--- src/rtl/reg_init_pkg.sv ---
// Shared constants for the register-init loader: frame header, FSM state
// encodings and the Y byte-count helper.
package reg_init_pkg;

  localparam logic [7:0] HDR = 8'hA5;

  typedef logic [2:0] state_t;

  localparam state_t ST_IDLE    = 3'd0;
  localparam state_t ST_GET_X   = 3'd1;
  localparam state_t ST_GET_Y   = 3'd2;
  localparam state_t ST_GET_SUM = 3'd3;
  localparam state_t ST_COMMIT  = 3'd4;

  // Number of stream bytes needed to carry a w-bit Y value.
  function automatic int unsigned y_bytes(input int unsigned w);
    return (w + 7) / 8;
  endfunction

endpackage

--- src/rtl/reg_init_shift.sv ---
// Little-endian byte assembler: each shifted byte enters at the top, so after
// BYTES shifts the first byte received sits in bits [7:0].
module reg_init_shift #(
  parameter int unsigned BYTES = 1
) (
  input  logic                 clk,
  input  logic                 rst,
  input  logic                 i_clr,
  input  logic                 i_shift,
  input  logic [7:0]           i_data,
  output logic [BYTES*8-1:0]   o_data
);

  logic [BYTES*8-1:0] r_data;

  generate
    if (BYTES == 1) begin : g_single
      always_ff @(posedge clk) begin
        if (rst || i_clr) begin
          r_data <= '0;
        end else if (i_shift) begin
          r_data <= i_data;
        end
      end
    end else begin : g_multi
      always_ff @(posedge clk) begin
        if (rst || i_clr) begin
          r_data <= '0;
        end else if (i_shift) begin
          r_data <= {i_data, r_data[BYTES*8-1:8]};
        end
      end
    end
  endgenerate

  assign o_data = r_data;

endmodule

--- src/rtl/reg_init_loader.sv ---
// Register-init loader: assembles HDR/X/Y[/SUM] frames from a byte stream and
// commits x_init/y_init. Define REG_INIT_LOADER_CHECKSUM_EN for the XOR check byte.
module reg_init_loader
  import reg_init_pkg::*;
#(
  parameter int unsigned X_W   = 3,
  parameter int unsigned Y_W   = 8,
  parameter int unsigned X_RST = 0,
  parameter int unsigned Y_RST = 0
) (
  input  logic           clk,
  input  logic           rst,
  input  logic           in_valid,
  output logic           in_ready,
  input  logic [7:0]     in_data,
  output logic [X_W-1:0] x_init,
  output logic [Y_W-1:0] y_init,
  output logic           init_update,
  output logic           frame_err,
  output logic           busy
);

  localparam int unsigned Y_BYTES = y_bytes(Y_W);
  localparam logic [2:0]  LAST_Y  = 3'(Y_BYTES - 1);

  state_t               r_state;
  logic [2:0]           r_cnt;
  logic [X_W-1:0]       r_x_sh;
  logic [X_W-1:0]       r_x;
  logic [Y_W-1:0]       r_y;
  logic                 r_upd;
  logic                 r_err;

  logic                 w_hs;
  logic                 w_clr;
  logic                 w_shift;
  logic                 w_last_y;
  logic [Y_BYTES*8-1:0] w_y_full;

  assign in_ready    = (r_state != ST_COMMIT);
  assign busy        = (r_state != ST_IDLE);
  assign w_hs        = in_valid & in_ready;
  assign w_clr       = (r_state == ST_IDLE) & w_hs & (in_data == HDR);
  assign w_shift     = (r_state == ST_GET_Y) & w_hs;
  assign w_last_y    = (r_cnt == LAST_Y);

  assign x_init      = r_x;
  assign y_init      = r_y;
  assign init_update = r_upd;
  assign frame_err   = r_err;

  reg_init_shift #(
    .BYTES (Y_BYTES)
  ) u_shift (
    .clk     (clk),
    .rst     (rst),
    .i_clr   (w_clr),
    .i_shift (w_shift),
    .i_data  (in_data),
    .o_data  (w_y_full)
  );

`ifdef REG_INIT_LOADER_CHECKSUM_EN
  logic [7:0] r_sum;

  // Running XOR over the raw X and Y bytes, compared against the trailing byte.
  always_ff @(posedge clk) begin
    if (rst) begin
      r_sum <= '0;
    end else if (w_hs && r_state == ST_GET_X) begin
      r_sum <= in_data;
    end else if (w_shift) begin
      r_sum <= r_sum ^ in_data;
    end
  end
`endif

  // NOTE: state is updated with non-blocking assignments so every branch sees
  // the pre-edge values; reset is synchronous, so rst is just the first test.
  always_ff @(posedge clk) begin
    if (rst) begin
      r_state <= ST_IDLE;
      r_cnt   <= '0;
      r_x_sh  <= '0;
      r_x     <= X_W'(X_RST);
      r_y     <= Y_W'(Y_RST);
      r_upd   <= 1'b0;
      r_err   <= 1'b0;
    end else begin
      r_upd <= 1'b0;
      r_err <= 1'b0;
      case (r_state)
        ST_IDLE: begin
          if (w_hs) begin
            if (in_data == HDR) begin
              r_state <= ST_GET_X;
              r_cnt   <= '0;
            end else begin
              r_err <= 1'b1;
            end
          end
        end
        ST_GET_X: begin
          if (w_hs) begin
            r_x_sh  <= in_data[X_W-1:0];
            r_state <= ST_GET_Y;
          end
        end
        ST_GET_Y: begin
          if (w_hs) begin
            r_cnt <= r_cnt + 3'd1;
            if (w_last_y) begin
`ifdef REG_INIT_LOADER_CHECKSUM_EN
              r_state <= ST_GET_SUM;
`else
              r_state <= ST_COMMIT;
`endif
            end
          end
        end
`ifdef REG_INIT_LOADER_CHECKSUM_EN
        ST_GET_SUM: begin
          if (w_hs) begin
            if (in_data == r_sum) begin
              r_state <= ST_COMMIT;
            end else begin
              r_err   <= 1'b1;
              r_state <= ST_IDLE;
            end
          end
        end
`endif
        ST_COMMIT: begin
          r_x     <= r_x_sh;
          r_y     <= w_y_full[Y_W-1:0];
          r_upd   <= 1'b1;
          r_state <= ST_IDLE;
        end
        default: begin
          r_state <= ST_IDLE;
        end
      endcase
    end
  end

endmodule
--- config.mk ---
export PLATFORM = sky130hd
export DESIGN_NAME = reg_init_loader
export DESIGN_NICKNAME = d
export VERILOG_FILES = /design/src/rtl/reg_init_pkg.sv /design/src/rtl/reg_init_shift.sv /design/src/rtl/reg_init_loader.sv
export SDC_FILE = /design/constraint.sdc
export NUM_CORES = 1
export LEC_CHECK = 0
export CORE_MARGIN = 10
export CORE_UTILIZATION = 32
export CTS_CLUSTER_DIAMETER = 200
export DETAILED_ROUTE_END_ITERATION = 10
export PLACE_DENSITY = 0.62
export SLEW_MARGIN = 10
export SYNTH_ARGS = -nofsm -noshare
export SYNTH_HDL_FRONTEND = slang
export SYNTH_SLANG_ARGS = --single-unit
--- constraint.sdc ---
create_clock -name clk -period 2.1 [get_ports clk]
set_input_delay 0.315 -clock clk [delete_from_list [all_inputs] [get_ports clk]]
set_output_delay 0.315 -clock clk [all_outputs]
set_load 0.005 [all_outputs]
Word-level counts from Yosys, hierarchy flattened
Index checks and enable logic that the tools add are counted.
{"block": "totals", "reg_bits": 30, "latchBits": 0, "mem_bits_rw": 0, "mem_bits_ro": 0, "input_bits": 11, "output_inout_bits": 15, "wordCells": 46, "memories": 0}
{"block": "classes", "add_sub_neg": 1, "mul": 0, "n_div": 0, "order_cmp": 0, "eq_ne": 10, "shifts": 0, "mux": 12, "bitwise_logic": 6, "reduce_logical": 9}
{"op": "2-to-1 mux 3 bit", "n": 8}
{"op": "one-hot mux 3 bit (3 select lines)", "n": 1}
{"op": "equality test 8 bit (second input constant)", "n": 1}
{"op": "!= test 2 bit (second input constant)", "n": 4}
{"op": "zero test 3 bit", "n": 2}
{"op": "one-hot mux 3 bit (2 select lines)", "n": 1}
{"op": "AND reduction 5 bit", "n": 1}
{"op": "AND 1 bit", "n": 4}
{"op": "AND reduction 4 bit", "n": 1}
{"op": "adder 3 x 1 -> 3 bit (second input constant)", "n": 1}
{"op": "equality test 3 x 1 -> 1 bit (second input constant)", "n": 1}
{"op": "equality test 3 x 2 -> 1 bit (second input constant)", "n": 1}
{"op": "equality test 3 bit (second input constant)", "n": 1}
{"op": "!= test 3 bit (second input constant)", "n": 1}
{"op": "nonzero test 3 bit", "n": 1}
{"op": "OR reduction 3 bit", "n": 1}
{"op": "2-to-1 mux 1 bit", "n": 2}
{"op": "!= test 2 x 1 -> 1 bit (second input constant)", "n": 1}
{"op": "inverter 1 bit", "n": 2}
{"op": "AND reduction 2 bit", "n": 1}
{"op": "nonzero test 2 bit", "n": 1}
{"op": "logical OR 1 bit", "n": 1}

Depth between registers and ports, before layout
{"block": "logic_depth", "word_depth": 5, "mapped_depth": 5, "ltp_nobuf": 5}

By module
Synthesis repeated with hierarchy kept, for this count alone.
{"block": "hier_totals", "cells_unflattened": 124, "area_unflattened_um2": 1276.2}
{"mod": "reg_init_loader", "n_inst": 1, "cells_per_inst": 97, "area_each_um2": 980.9, "seq_area_each_um2": 440.4}
{"mod": "reg_init_shift", "n_inst": 1, "cells_per_inst": 27, "area_each_um2": 295.3, "seq_area_each_um2": 160.2}

Worst setup path before layout
No wires, ideal clock.
{"block": "synth_timing", "path_kind": "input -> register", "start": "input port in_data[1]", "end": "register r_state[0]", "setup_time_ns": 0.100, "arrival_ns": 1.705, "required_time_ns": 2.000, "path_slack_ns": 0.295, "stages": 3, "n_path_buf": 0, "cell_sequence": "or4b_4 > or4_4 > a2111oi_4"}
{"block": "synth_between", "elab_chain_cells": 3}
{"element": "start, declared", "line": "reg_init_loader.sv:15", "text": "input logic [7:0] in_data,"}
{"element": "equality test 8 bit", "line": "reg_init_loader.sv:95", "text": "if (in_data == HDR) begin"}
{"element": "!= test 2 x 1 -> 1 bit (no line)"}
{"element": "AND reduction 5 bit (no line)"}
{"element": "end signal, assigned", "line": "reg_init_loader.sv:96", "text": "r_state <= ST_GET_X;"}
{"element": "end signal, assigned", "line": "reg_init_loader.sv:106", "text": "r_state <= ST_GET_Y;"}
{"element": "end signal, assigned", "line": "reg_init_loader.sv:116", "text": "r_state <= ST_COMMIT;"}
{"element": "end, declared", "line": "reg_init_loader.sv:26", "text": "state_t r_state;"}
Every way passes these cells.
A chain may end at the register's enable or synchronous reset.

Final worst setup path
Ends and elaborated chain as after synthesis.

==> impl_metrics.json <==
{
  "fp.dieW_um": 82.34,
  "worstPathRequired_ns": 2.28,
  "routabilityCongestion": 0.8333,
  "first_pass_iters": 3,
  "grt_overflow": 0,
  "final.setup_skew_ns": 0.004131,
  "numCtsBuffers": 5,
  "cts_hold_buf": 0,
  "r2r-start": "r_state[0]",
  "period_share_pct": 93.76,
  "critPathLaunchType": "primary input",
  "post_drt_via_cell_ratio": 4.789,
  "cp_max_fo": 2,
  "min_from": "u_shift.o_data[0]",
  "multi_input_area_sq_um": 598.1,
  "worstSetupEndpointType": "flip-flop",
  "cellLeakagePower_nw": 0.5761,
  "tightestPinTransition_ns": 0.3768,
  "yosysTopAreaCell": "dfxtp_1",
  "criticalPathCategory": "in -> reg",
  "synthCells": 130,
  "dp_hpwl_mm": 2.177,
  "seqCellArea_sq_um": 600.6,
  "p_per_area_nw_per_um2": 643.1,
  "setup_slack_ns": 0.1310,
  "cts_sinks": 30,
  "clkTransAtPathRegs_ns": 0.06,
  "fin_crit_ns": 1.969,
  "finalSetupViolations": 0,
  "status": "finished clean",
  "final_cell_mix": "dfxtp_1, clkdlybuf4s50_1, nand2_1",
  "num_io_pins": 26,
  "initial_core_util_pct": 33.47,
  "ys_top_cells_by_area": "dfxtp_1, mux2i_1, nand2_1",
  "synth_cell_types": 33,
  "max_slew_margin_pct": 74.85,
  "max_freq_mhz": 507.9,
  "dieArea_sq_um": 6780,
  "synth_top_area_share_pct": 48.29,
  "fin_nets": 177,
  "drtIter0Drc": 38,
  "row_count": 22,
  "total_power_mw": 1.089,
  "place_ws_ns": -0.1673,
  "rsz0062_at_grt": "false",
  "antenna_found_initial": 0,
  "yosysWarningCount": 0,
  "report.final.slew_viol_count": 0,
  "grt_pass1_vias": 1032,
  "area.growth.synth_to_final_pct": 36.22,
  "cap_violations": 0,
  "cts_setup_buffers": 0,
  "cts_tree": "built",
  "syn_avg_cell_area_sq_um": 9.567,
  "syn-num-nets": 143,
  "worstSkewPairLatency_ns": 0.27,
  "ys_ff_latch": 30,
  "place_area_sq_um": 1603,
  "reg2regPathDepth": 4,
  "avgRoutedWirePerCell_um": 13.43,
  "syn_area_sq_um": 1244,
  "coreArea_sq_um": 3716,
  "drcViolationCount": 0,
  "clk_path_buf_depth": 2,
  "grt_max_degree": 22,
  "hold_viol": 0,
  "cts_resized": 0,
  "final_common_cell": "dfxtp_1",
  "n_antenna_cell": 0,
  "vias": 1020,
  "fillCellCount": 375,
  "grt_pass1_wl_mm": 4.740,
  "fp.dieH_um": 82.34,
  "hold_class": "reg -> reg",
  "track_usage_pct": 8.940,
  "cts_htree_levels": 2,
  "hold_depth": 2,
  "port_buffers": 25,
  "crit_start": "in_data[1]",
  "seq_area_frac_synth_pct": 48.29,
  "ant_nets": 0,
  "drt_wl_total_mm": 2.861,
  "drive_gt1_share_pct": 13.94,
  "cp.arrival_ns": 2.14,
  "ir_drop_uv": 386.9,
  "cts-root-buf": "clkbuf_8",
  "final_area_sq_um": 1694
}
## where the power goes
part           leakage, nW  internal, mW  switching (mW)
Clock               0.0482         0.264           0.200
Combinational        0.286        0.0300          0.0249
Sequential           0.242         0.570        0.000405
## cell type report
| type | count | area share, % |
|---|---|---|
| repair buffers | 35 | 19.20 |
| clock buffers | 7 | 5.096 |
| clock inverters | 1 | 0.2954 |
| well taps | 48 | 3.545 |
| multi-input cells | 87 | 35.30 |
| flip-flops and latches | 30 | 35.45 |
| inverters | 5 | 1.108 |
## metal layers
metal	share of wire (%)	vias to the layer above	global-route usage (%)	wire (um)
li1	-	521	-	-
met1	44	477	10.38	1268
met2	48	17	14.07	1376
met3	5.5	5	3.024	156
met4	2.1	0	5.102	61
met5	0	-	0	0
## logic make-up (layout without fill, tap and decap cells)
| family | count (synthesis) | count (layout) | share of synthesized area, % |
|---|---|---|---|
| buffers and inverters | 13 | 48 | 4.024 |
| and+or+nand+nor | 51 | 51 | 22.33 |
| DFF | 30 | 30 | 48.29 |
| muxes | 14 | 14 | 11.27 |
| adders and majority gates | 2 | 2 | 2.012 |
| AOI/OAI and AO/OA | 20 | 20 | 12.07 |
## flip-flops by register name (all words and copies together) (netlist names)
name            flops
u_shift.o_data      8
y_init              8
r_cnt               3
r_state             3
r_x_sh              3
x_init              3
frame_err           1
init_update         1
## worst max-delay path, stage by stage
cell and delay [ns]:
clkdlybuf4s50_1 0.43, or4b_4 0.55, or4_4 0.51, a2111oi_4 0.35
## cell usage after synthesis (all sizes together)
| master | number |
|---|---|
| o311ai | 2 |
| nand2b | 1 |
| a211oi | 1 |
| o31ai | 2 |
| nor2 | 16 |
| or4 | 1 |
| clkbuf | 7 |
| and4bb | 1 |
| or3 | 1 |
| mux2i | 14 |
| o21ai | 1 |
| nand3b | 4 |
| a22oi | 1 |
| a21oi | 9 |
| nor3 | 1 |
| a31oi | 2 |
| a2111oi | 1 |
| buf | 1 |
| or3b | 1 |
| ha | 2 |
| nor4b | 1 |
| a21o | 1 |
| dfxtp | 30 |
| inv | 5 |
| nor3b | 1 |
| nor4bb | 1 |
| nand4b | 1 |
| nand4bb | 1 |
| nand2 | 18 |
| or4b | 2 |
## through the flow
| step | TNS (ns) | utilization (%) | hold slack [ns] | instances |
|---|---|---|---|---|
| floorplan | 0 | - | 0.3793 | 130 |
| global placement | -0.1059 | 43.13 | 0.4443 | 205 |
| finish | 0 | 45.59 | 0.4580 | 213 |
| detailed placement | -0.1673 | 43.13 | 0.4507 | 205 |
| CTS | 0 | 45.59 | 0.4595 | 213 |
| global route | 0 | 45.59 | 0.4755 | 213 |
## path summary, 6_finish.rpt
path,end,slack [ns]
setup / recovery,r_state[0],0.13
hold / removal,u_shift.o_data[0],0.46
setup reg to reg,u_shift.o_data[4],0.58
hold reg to reg,u_shift.o_data[0],0.46
No activity file was read; power rests on OpenSTA's default activity.
